$ cat src/rtl/sha_pkg.sv
// sha_pkg: shared types and constants for the SHA-256 message front end.
// Holds the word type, round/block sizes, the byte-swap helper and the
// feeder state encoding.
package sha_pkg;

    typedef logic [31:0] word_t;

    localparam int SHA_ROUNDS      = 64;
    localparam int SHA_BLOCK_WORDS = 16;

    // Reverse the byte order of one 32-bit word.
    function automatic word_t bswap32(input word_t w);
        return {w[7:0], w[15:8], w[23:16], w[31:24]};
    endfunction

    typedef enum logic {
        FEED_IDLE = 1'b0,
        FEED_RUN  = 1'b1
    } feed_state_t;

endpackage

$ cat src/rtl/sha_word_buffer.sv
// sha_word_buffer: 16-word parallel-load shift register.
// A load captures a full 512-bit block (word 0 in the top 32 bits).
// Each shift moves every word one slot toward word 0 and zero-fills the tail.
// The buffer has no reset: its content is only meaningful after a load.
module sha_word_buffer
    import sha_pkg::*;
(
    input  logic         clk,
    input  logic         load,
    input  logic         shift,
    input  logic [511:0] block,
    output logic [31:0]  word0
);

    word_t words [SHA_BLOCK_WORDS];

    // Load takes priority over shift so a back-to-back block replaces the tail.
    always_ff @(posedge clk) begin
        if (load) begin
            for (int i = 0; i < SHA_BLOCK_WORDS; i++)
                words[i] <= block[511 - 32*i -: 32];
        end else if (shift) begin
            for (int i = 0; i < SHA_BLOCK_WORDS - 1; i++)
                words[i] <= words[i+1];
            words[SHA_BLOCK_WORDS-1] <= '0;
        end
    end

    assign word0 = words[0];

endmodule

$ cat src/rtl/sha_block_feeder.sv
// sha_block_feeder: accepts one padded 512-bit block per handshake and
// streams it as 16 M words while stepping the message-schedule round counter
// through 0..63. w_valid_o/w_index_o/done_o are delayed one cycle to line up
// with the schedule's registered W output. Back-to-back blocks are accepted in
// the counter==63 cycle so the counter wraps with no idle cycle.
// Build option: define SHA_FEEDER_BSWAP_EN to byte-reverse each input word on
// load (little-endian block input). Undefined: words pass unchanged.
module sha_block_feeder
    import sha_pkg::*;
(
    input  logic         clk,
    input  logic         rst,
    input  logic         block_valid_i,
    output logic         block_ready_o,
    input  logic [511:0] block_i,
    output logic [5:0]   counter_o,
    output logic [31:0]  M_o,
    output logic         w_valid_o,
    output logic [5:0]   w_index_o,
    output logic         done_o
);

    localparam logic [5:0] LAST_ROUND = 6'(SHA_ROUNDS - 1);

    feed_state_t  state, state_nxt;
    logic [5:0]   cnt_p0, cnt_nxt;
    logic         accept;
    logic [511:0] load_block;
    word_t        word0;

    // Optional byte-order conversion of each word before it enters the buffer.
    always_comb begin
        load_block = '0;
        for (int i = 0; i < SHA_BLOCK_WORDS; i++) begin
`ifdef SHA_FEEDER_BSWAP_EN
            load_block[511 - 32*i -: 32] = bswap32(block_i[511 - 32*i -: 32]);
`else
            load_block[511 - 32*i -: 32] = block_i[511 - 32*i -: 32];
`endif
        end
    end

    sha_word_buffer u_buf (
        .clk   (clk),
        .load  (accept),
        .shift (state == FEED_RUN),
        .block (load_block),
        .word0 (word0)
    );

    // State and round counter registers.
    always_ff @(posedge clk) begin
        if (rst) begin
            state  <= FEED_IDLE;
            cnt_p0 <= '0;
        end else begin
            state  <= state_nxt;
            cnt_p0 <= cnt_nxt;
        end
    end

    // Next state: RUN persists until round 63, then re-enters RUN only on accept.
    // The counter steps every RUN cycle; its natural 63->0 wrap covers both exits.
    always_comb begin
        state_nxt = state;
        cnt_nxt   = '0;
        case (state)
            FEED_IDLE: begin
                if (accept) state_nxt = FEED_RUN;
            end
            FEED_RUN: begin
                cnt_nxt = cnt_p0 + 6'd1;
                if (cnt_p0 == LAST_ROUND && !accept) state_nxt = FEED_IDLE;
            end
            default: state_nxt = FEED_IDLE;
        endcase
    end

    // Handshake and schedule-side outputs; M is forced to zero outside RUN
    // because the buffer keeps stale words across reset.
    always_comb begin
        block_ready_o = !rst && (state == FEED_IDLE ||
                                 (state == FEED_RUN && cnt_p0 == LAST_ROUND));
        accept        = block_valid_i && block_ready_o;
        M_o           = (state == FEED_RUN) ? word0 : '0;
        counter_o     = cnt_p0;
    end

    // W-side status delayed one cycle to match the schedule's registered W.
    always_ff @(posedge clk) begin
        if (rst) begin
            w_valid_o <= 1'b0;
            w_index_o <= '0;
            done_o    <= 1'b0;
        end else begin
            w_valid_o <= (state == FEED_RUN);
            w_index_o <= cnt_p0;
            done_o    <= (state == FEED_RUN) && (cnt_p0 == LAST_ROUND);
        end
    end

endmodule

$ cat config.mk
export PLATFORM = sky130hd
export DESIGN_NAME = sha_block_feeder
export DESIGN_NICKNAME = d
export VERILOG_FILES = /design/src/rtl/sha_pkg.sv /design/src/rtl/sha_word_buffer.sv /design/src/rtl/sha_block_feeder.sv
export SDC_FILE = /design/constraint.sdc
export NUM_CORES = 1
export LEC_CHECK = 0
export ABC_AREA = 1
export BUFFER_PORTS_ARGS = -buffer_cell sky130_fd_sc_hd__buf_2
export CORE_AREA = 2 2 222 224
export CTS_CLUSTER_DIAMETER = 120
export DETAILED_ROUTE_END_ITERATION = 16
export DIE_AREA = 0 0 224 226
export HOLD_SLACK_MARGIN = 0.15
export PLACE_DENSITY = 0.73
export SLEW_MARGIN = 5
export SYNTH_ARGS = -nofsm -noshare
export SYNTH_HDL_FRONTEND = slang
export SYNTH_SLANG_ARGS = --single-unit
$ cat constraint.sdc
create_clock -name clk -period 23.4 [get_ports clk]
set_input_delay 1.17 -clock clk [delete_from_list [all_inputs] [get_ports clk]]
set_output_delay 1.17 -clock clk [all_outputs]
set_load 0.03 [all_outputs]
==> flow_summary.toml, run 1 <==
[run_status]
status = "finished, final reports clean"

[route]
routed_wl_microns = 59300
drt_pass1_iterations = 7
wl_per_cell_microns = 17.2
drtIter0Drc = 1677
vias = 17300
drc = 0
drtAntennaViolNets = 0
routed_via_density = 5.01

[synthesis]
netlist_top_cells_area = "edfxtp_1, nand2_1, nand3_1"
synth_xor_area_share_pct = 0
synth-edff-count = 512
synth_compound_area_share_pct = 3.68
synth_cell_types = 16
synth-warning-count = 0
synth_ff_type = "edfxtp_1"
synthCells = 2291
synth_top_area_cell = "edfxtp_1"
yosysMostFrequentCell = "nand2_1"
syn-num-nets = 2807
synth_adder_area_share_pct = 0.0541
ys_seq_elements = 527
syn_area_per_cell_sq_um = 10.1
seq_area_frac_synth_pct = 67.8
synth_top_area_share_pct = 66.5
yosys.area_share.simple_pct = 21.4
syn-cell-area_sq_um = 23100
synth_commonest_cells = "nand2_1, edfxtp_1, nand3_1"
synth_top_family_by_area = "simple AND/OR/NAND/NOR gates"
async_flop_share_pct = 0
yosys-mux-area-fraction_pct = 0

[pwr]
power.density_nw_per_um2 = 81.4
ir_worst_vdd_mv = 0.0639
p_leak_nw = 13.3
total_power_mw = 2.27

[cells_and_area]
drive_gt1_share_pct = 23.3
area_delta_synth_final_pct = 20.6
nFillCells = 4085
layout.nets = 3290

[clocking]
h-tree-depth = 2
cts_tree = "built"
cts_made_buffers = 54
clk_pin_slew_worst_paths_ps = 60
cts_setup_buffers = 0
clock-sinks = 527
cts_hold_buffers = 0
postCtsResizedCells = 0
cts_root_buffer = "clkbuf_16"
clk-insertion-delay-late_ps = 590
cts_buffer_depth = 3

[critical_path]
rr_endpoint = "u_buf.words[0][68]$_DFFE_PP_"
crit_required_ps = 23600
critical_path.max_fanout = 86
critPathArrivalTime_ps = 6000
r2r-start = "counter_o[0]$_SDFF_PP0_"
start_kind = "flop"
reg2regPathDepth = 8
cp_cell_sequence = "ha_1 > nand3_1 > o21bai_2 > nand3_4 > nand2_4 > buf_4 > buf_4 > buf_4"
worstSetupPathType = "reg2reg"
rrSetupSlack_ps = 17600
critical-path-slowest-cell = "buf_4"
crit_top_cell = "buf_4"
crit_path_end_kind = "flop"
critical_path.max_stage_delay_ps = 950

[run]
drv_cap = 0

[worst_hold_path]
holdPathStages = 2
hold_class = "reg2reg"
hold_start = "counter_o[1]$_SDFF_PP0_"
whs_endpoint = "w_index_o[1]$_SDFF_PP0_"

[grt]
grt_max_degree = 221
grt_pass1_wl_microns = 88500
antenna_found_initial = 28
track_usage_pct = 22.7
grt_pass1_vias = 16500
gr-total-overflow = 0

[timing]
worstMarginPinSlew_ps = 1190
setup_viol = 0
fin_crit_ps = 5800
fin_crit_sh_pct = 24.8
clock_skew_ps = 20.9
rsz0062_at_grt = "no"
fmax_ghz = 0.173
finalSetupTns_ps = 0
slew_headroom_pct = 20.8
maxSlewViolCount = 0
finalHoldViolCount = 0

[die]
die_w_microns = 224
core_region_area_sq_um = 48300
io_pins = 562
dieArea_sq_um = 50600
placement_rows = 81
die_h_microns = 226
start_util_pct = 47.9

[place]
port-buffer-count = 561
dp.final_hpwl_microns = 40700
gp_congestion = 0.901
## power by group
part / switching [mW] / internal (mW) / leakage (nW)
clock network: 0.355 / 0.493 / 0.850
registers: 0.0269 / 1.16 / 5.16
logic: 0.156 / 0.0817 / 7.31
total: 0.538 / 1.73 / 13.3
## placed cells by master (no fill, tap or decap)
cell type and n:
nand2_1 837, buf_2 561, edfxtp_1 512, nand3_1 322, inv_1 236, o21ai_0 163, clkbuf_16 57, nor2_1 46
clkbuf_1 14, dfxtp_1 14, buf_4 14, diode_2 13, clkinv_2 11, clkinv_1 11, a21oi_1 5, bufinv_16 4
clkbuf_8 2, clkinvlp_4 2, buf_12 2, o21bai_2 1, nand3_4 1, nand2_8 1, nand2_4 1, ha_1 1
dfxtp_4 1
## registers in the layout (all words and copies together) (netlist names)
register,cells
counter_o,6
done_o,1
state,1
u_buf.words,512
w_index_o,6
w_valid_o,1
## worst max path at each step
stage,start,end,slack (ps),cells past startpoint
floorplan,rst,u_buf.words[0][0]$_DFFE_PP_,9510,6
CTS,counter_o[0]$_SDFF_PP0_,u_buf.words[0][38]$_DFFE_PP_,17660,8
detailed placement,rst,u_buf.words[0][39]$_DFFE_PP_,17260,7
finish,counter_o[0]$_SDFF_PP0_,u_buf.words[0][68]$_DFFE_PP_,17600,8
global placement,rst,u_buf.words[0][36]$_DFFE_PP_,17360,7
global route,counter_o[0]$_SDFF_PP0_,u_buf.words[0][70]$_DFFE_PP_,17200,8
## cell families (layout without fill, tap and decap cells)
logic type,count (synthesis),count (layout)
flip-flops,527,527
other,0,13
adder cells (fa/ha/maj),1,1
AO/OA/AOI/OAI,169,169
buffers and inverters,386,914
AND/OR/NAND/NOR,1208,1208
## layer usage
layer / global-route usage, % / routed length (microns) / share of wire [%]
met1: 27.3 / 23200 / 39
met2: 39.0 / 29000 / 49
met3: 6.43 / 5160 / 8.7
met4: 8.00 / 1690 / 2.8
met5: 0 / 217 / 0.37
## layout make-up
cell class | count | area (sq um) | share of cell area [%]
diodes | 13 | 32.5 | 0.117
flip-flops and latches | 527 | 15700 | 56.2
clock inverters | 28 | 231 | 0.829
clock buffers | 73 | 1510 | 5.40
multi-input cells | 1378 | 5840 | 20.9
well taps | 622 | 778 | 2.79
inverters | 236 | 886 | 3.17
repair buffers | 577 | 2950 | 10.6
## worst max-delay path, delay by kind of cell, from the launching register on
family | cells | cell delay (ps)
flops | 1 | 390
simple gates | 3 | 1580
fa+ha+maj | 1 | 210
buf+inv | 3 | 2760
compound gates | 1 | 230
## metrics by stage
stage               cell area [sq um]  hold WS, ps  util (%)  setup WS, ps  std cells
floorplan                       23100          500         -          9510       2291
global placement                26100          448      54.1         17360       3340
detailed placement              26100          464      54.1         17260       3340
CTS                             27900          478      57.7         17660       3441
global route                    27900          495      57.7         17200       3448
finish                          27900          473      57.7         17600       3454
(Power assumes the default switching activity.)
==> run 2: changes to the inputs <==
--- a/config.mk
+++ b/config.mk
@@ -5,14 +5,14 @@
 export SDC_FILE = /design/constraint.sdc
 export NUM_CORES = 1
 export LEC_CHECK = 0
-export ABC_AREA = 1
+export ABC_AREA = 0
 export BUFFER_PORTS_ARGS = -buffer_cell sky130_fd_sc_hd__buf_2
-export CORE_AREA = 2 2 222 224
+export CORE_AREA = 2 2 221 223
 export CTS_CLUSTER_DIAMETER = 120
 export DETAILED_ROUTE_END_ITERATION = 16
-export DIE_AREA = 0 0 224 226
+export DIE_AREA = 0 0 223 225
 export HOLD_SLACK_MARGIN = 0.15
-export PLACE_DENSITY = 0.73
+export PLACE_DENSITY = 0.71
 export SLEW_MARGIN = 5
 export SYNTH_ARGS = -nofsm -noshare
 export SYNTH_HDL_FRONTEND = slang
==> constraint.sdc (replaced) <==
create_clock -name clk -period 5.9 [get_ports clk]
set_input_delay 0.295 -clock clk [delete_from_list [all_inputs] [get_ports clk]]
set_output_delay 0.295 -clock clk [all_outputs]
set_load 0.03 [all_outputs]
==> run 2 against run 1 <==
  * The flow now stops in 4_1_cts
  * Synthesized area fell by 3.7%
  * Synthesized cell count fell by 49%
==> flow_summary.toml, run 2 <==
[synthesis]
async_flop_share_pct = 0
netlist_top_cells_area = "edfxtp_1, mux2_1, mux2_2"
yosysMostFrequentCell = "edfxtp_1"
synth_ff_type = "edfxtp_1"
synth_top_area_share_pct = 69.0
synthCells = 1165
synth-edff-count = 512
syn-cell-area_sq_um = 22300
synth-warning-count = 0
seq_area_frac_synth_pct = 70.4
synth_top_area_cell = "edfxtp_1"
synth_commonest_cells = "edfxtp_1, mux2_1, mux2_2"
synth_cell_types = 27
syn-num-nets = 1681
syn_area_per_cell_sq_um = 19.1
ys_seq_elements = 527

[die]
io_pins = 562
die_h_microns = 225
start_util_pct = 46.8
die_w_microns = 223
placement_rows = 80

[clocking]
h-tree-depth = 2
cts_root_buffer = "clkbuf_16"
cts_buffer_depth = 3
cts_setup_buffers = 0
postCtsResizedCells = 0
cts_hold_buffers = 479
clock-sinks = 527
cts_made_buffers = 54

[run_status]
status = "did not finish"
lastStage = "4_1_cts"
stop_error = "[ERROR RSZ-0060] Max buffer count reached."

[place]
pre_cts_slack_ps = 2770
port-buffer-count = 561
dp.final_hpwl_microns = 34300
gp_congestion = 0.830
[run 2: cell families after synthesis]
kind of cell	Yosys count	share of synthesized area (%)
AO/OA/AOI/OAI	6	0.197
XOR/XNOR	3	0.118
adder cells (fa/ha/maj)	1	0.0562
buffers and inverters	61	2.54
flip-flops	527	70.4
multiplexers	480	24.3
AND/OR/NAND/NOR	87	2.44
[run 2: metrics by stage]
| step | std cells | hold WS [ps] | area [sq um] |
|---|---|---|---|
| 2_1_floorplan | 1165 | 367 | 22300 |
| 3_3_place_gp | 2294 | 457 | 25500 |
| 3_5_place_dp | 2294 | 460 | 25500 |
==> run 3: changes to the inputs <==
--- a/config.mk
+++ b/config.mk
@@ -7,12 +7,10 @@
 export LEC_CHECK = 0
 export ABC_AREA = 0
 export BUFFER_PORTS_ARGS = -buffer_cell sky130_fd_sc_hd__buf_2
-export CORE_AREA = 2 2 221 223
-export CTS_CLUSTER_DIAMETER = 120
+export CORE_MARGIN = 1.5
+export CORE_UTILIZATION = 40
 export DETAILED_ROUTE_END_ITERATION = 16
-export DIE_AREA = 0 0 223 225
-export HOLD_SLACK_MARGIN = 0.15
-export PLACE_DENSITY = 0.71
+export PLACE_DENSITY_LB_ADDON = 0.15
 export SLEW_MARGIN = 5
 export SYNTH_ARGS = -nofsm -noshare
 export SYNTH_HDL_FRONTEND = slang
==> run 3 against run 2 <==
  * The flow now finishes without violations
  * Synthesized cell count is the same
  * Synthesized area is the same
==> flow_summary.toml, run 3 <==
[pwr]
pwr-share-seq_pct = 51.7
p_leak_nw = 12.7
power.switching_mw = 2.07
comb_power_share_pct = 13.0
intPower_mw = 7.22
pwr-share-clk_pct = 35.3
power.density_nw_per_um2 = 287
ir_worst_vdd_mv = 0.230
swShare_pct = 22.3

[critical_path]
critPathArrivalTime_ps = 3290
crit_path_end_kind = "flop"
critical-path-slowest-cell = "dfxtp_1"
path_buf_inv = 1
cp_top_family = "flip-flops"
critical_path.max_stage_delay_ps = 1070
cp_cell_sequence = "o21ai_4 > buf_12 > mux2_1"
critical_path.max_fanout = 185
worstSetupPathType = "reg2reg"
crit_required_ps = 6230
start_kind = "flop"

[place]
dp.final_hpwl_microns = 33800
pre_cts_slack_ps = 3010
port-buffer-count = 561
gp_congestion = 0.776

[route]
routed_wl_microns = 53800
drc = 0
vias = 13700
drtAntennaViolNets = 0
wl_per_cell_microns = 17.6
routed_via_density = 4.50
drtIter0Drc = 689
drt_pass1_iterations = 4

[grt]
grt_pass1_vias = 14700
use_met1_pct = 22.7
busiest_layer = "met2"
track_usage_pct = 18.2
use_met3_pct = 4.75
antenna_found_initial = 20
grtUsageMet2_pct = 31.0
grt_pass1_wl_microns = 80700
gr-total-overflow = 0
grt_max_degree = 186

[run_status]
status = "finished, final reports clean"

[clocking]
cts_buffer_depth = 3
cts_made_buffers = 57
clock-sinks = 527
h-tree-depth = 2
clk_pin_slew_worst_paths_ps = 60
cts_root_buffer = "clkbuf_16"
postCtsResizedCells = 0
cts_tree = "built"
clk-insertion-delay-late_ps = 600

[timing]
finalSetupTns_ps = 0
worstMarginPinSlew_ps = 1230
maxSlewViolCount = 0
fin_crit_sh_pct = 50.2
setup_viol = 0
layout_setup_ws_ps = 2940
finalHoldViolCount = 0
slew_headroom_pct = 18.1
clock_skew_ps = 26.4
fmax_ghz = 0.338
rsz0062_at_grt = "no"
fin_crit_ps = 2960
worst_hold_slack_ps = 36.0

[cells_and_area]
area_delta_synth_final_pct = 45.4
drive_gt1_share_pct = 36.4
layout.area.seq_sq_um = 15700
layout_common_cells = "buf_2, edfxtp_1, dlygate4sd3_1, mux2_1, mux2_2"
layout.nets = 2753
layout_commonest_cell = "buf_2"
top_register = "u_buf.words"
nFillCells = 4255
largest_reg_flops = 512
multi_input_area_sq_um = 6050

[die]
io_pins = 562
dieArea_sq_um = 57100
die_w_microns = 239
placement_rows = 86
start_util_pct = 40.4
core_region_area_sq_um = 55100
die_h_microns = 239

[synthesis]
netlist_top_cells_area = "edfxtp_1, mux2_1, mux2_2"
async_flop_share_pct = 0
syn-num-nets = 1681
synth_top_area_cell = "edfxtp_1"
synth_top_area_share_pct = 69.0
synth-warning-count = 0
synth-edff-count = 512
synth_commonest_cells = "edfxtp_1, mux2_1, mux2_2"
synth_cell_types = 27
synth_ff_type = "edfxtp_1"
yosysMostFrequentCell = "edfxtp_1"
syn_area_per_cell_sq_um = 19.1
ys_seq_elements = 527
syn-cell-area_sq_um = 22300
seq_area_frac_synth_pct = 70.4
synthCells = 1165

[worst_hold_path]
hold_class = "in2reg"

[run]
drv_cap = 0
run 3: worst paths after layout:
kind                           start                      endpoint  slack, ps  depth (start not counted)
max                 state$_SDFF_PP0_  u_buf.words[1][69]$_DFFE_PP_       2940                          3
min                     block_i[249]  u_buf.words[2][25]$_DFFE_PP_         40                          2
min reg2reg  counter_o[0]$_SDFF_PP0_       counter_o[0]$_SDFF_PP0_        500                          1
max reg2reg         state$_SDFF_PP0_  u_buf.words[1][69]$_DFFE_PP_       2940                          3
run 3: power by group through the flow:
stage	registers, mW	clock network [mW]	logic [mW]
floorplan	4.87	0	0.648
global placement	4.87	0	0.901
detailed placement	4.88	0	0.917
CTS	4.80	3.37	1.21
global route	4.84	3.51	1.31
finish	4.80	3.28	1.21
run 3: cell families (layout without fill, tap and decap cells):
| group | after synthesis | in the layout | share of synthesized area (%) |
|---|---|---|---|
| DFF | 527 | 527 | 70.4 |
| AOI/OAI and AO/OA | 6 | 6 | 0.197 |
| xor gates and xnor gates | 3 | 3 | 0.118 |
| adders and majority gates | 1 | 1 | 0.0562 |
| and+or+nand+nor | 87 | 87 | 2.44 |
| other | 0 | 17 | 0 |
| muxes | 480 | 480 | 24.3 |
| buffers and inverters | 61 | 1180 | 2.54 |
run 3: per-stage QoR:
stage                     cell area [sq um]  std cells  util [%]  power (mW)
final                                 32400       3049      58.8        9.29
after global routing                  32400       3047      58.8        9.66
after CTS                             32400       3032      58.7        9.39
after detailed placement              25600       2424      46.5        5.80
after global placement                25600       2424      46.5        5.77
after floorplan                       22300       1165         -        5.52
run 3: final cells by class:
class / count / area share, %
multi-input combinational: 577 / 18.7
clock buffer: 74 / 4.79
inverter: 1 / 0.0116
antenna: 17 / 0.131
tap: 748 / 2.89
sequential: 527 / 48.4
timing repair buffer: 1073 / 24.6
clock inverter: 32 / 0.460
run 3: layer usage:
layer / vias up / routed length [microns]
li1: 6691 / -
met1: 6537 / 22900
met2: 404 / 26200
met3: 86 / 3420
met4: 6 / 1210
met5: - / 32
run 3: what timing repair did:
action,4_1_cts,5_1_grt
hold endpoints to repair,507,0
buffers inserted,0,0
hold buffers,502,0
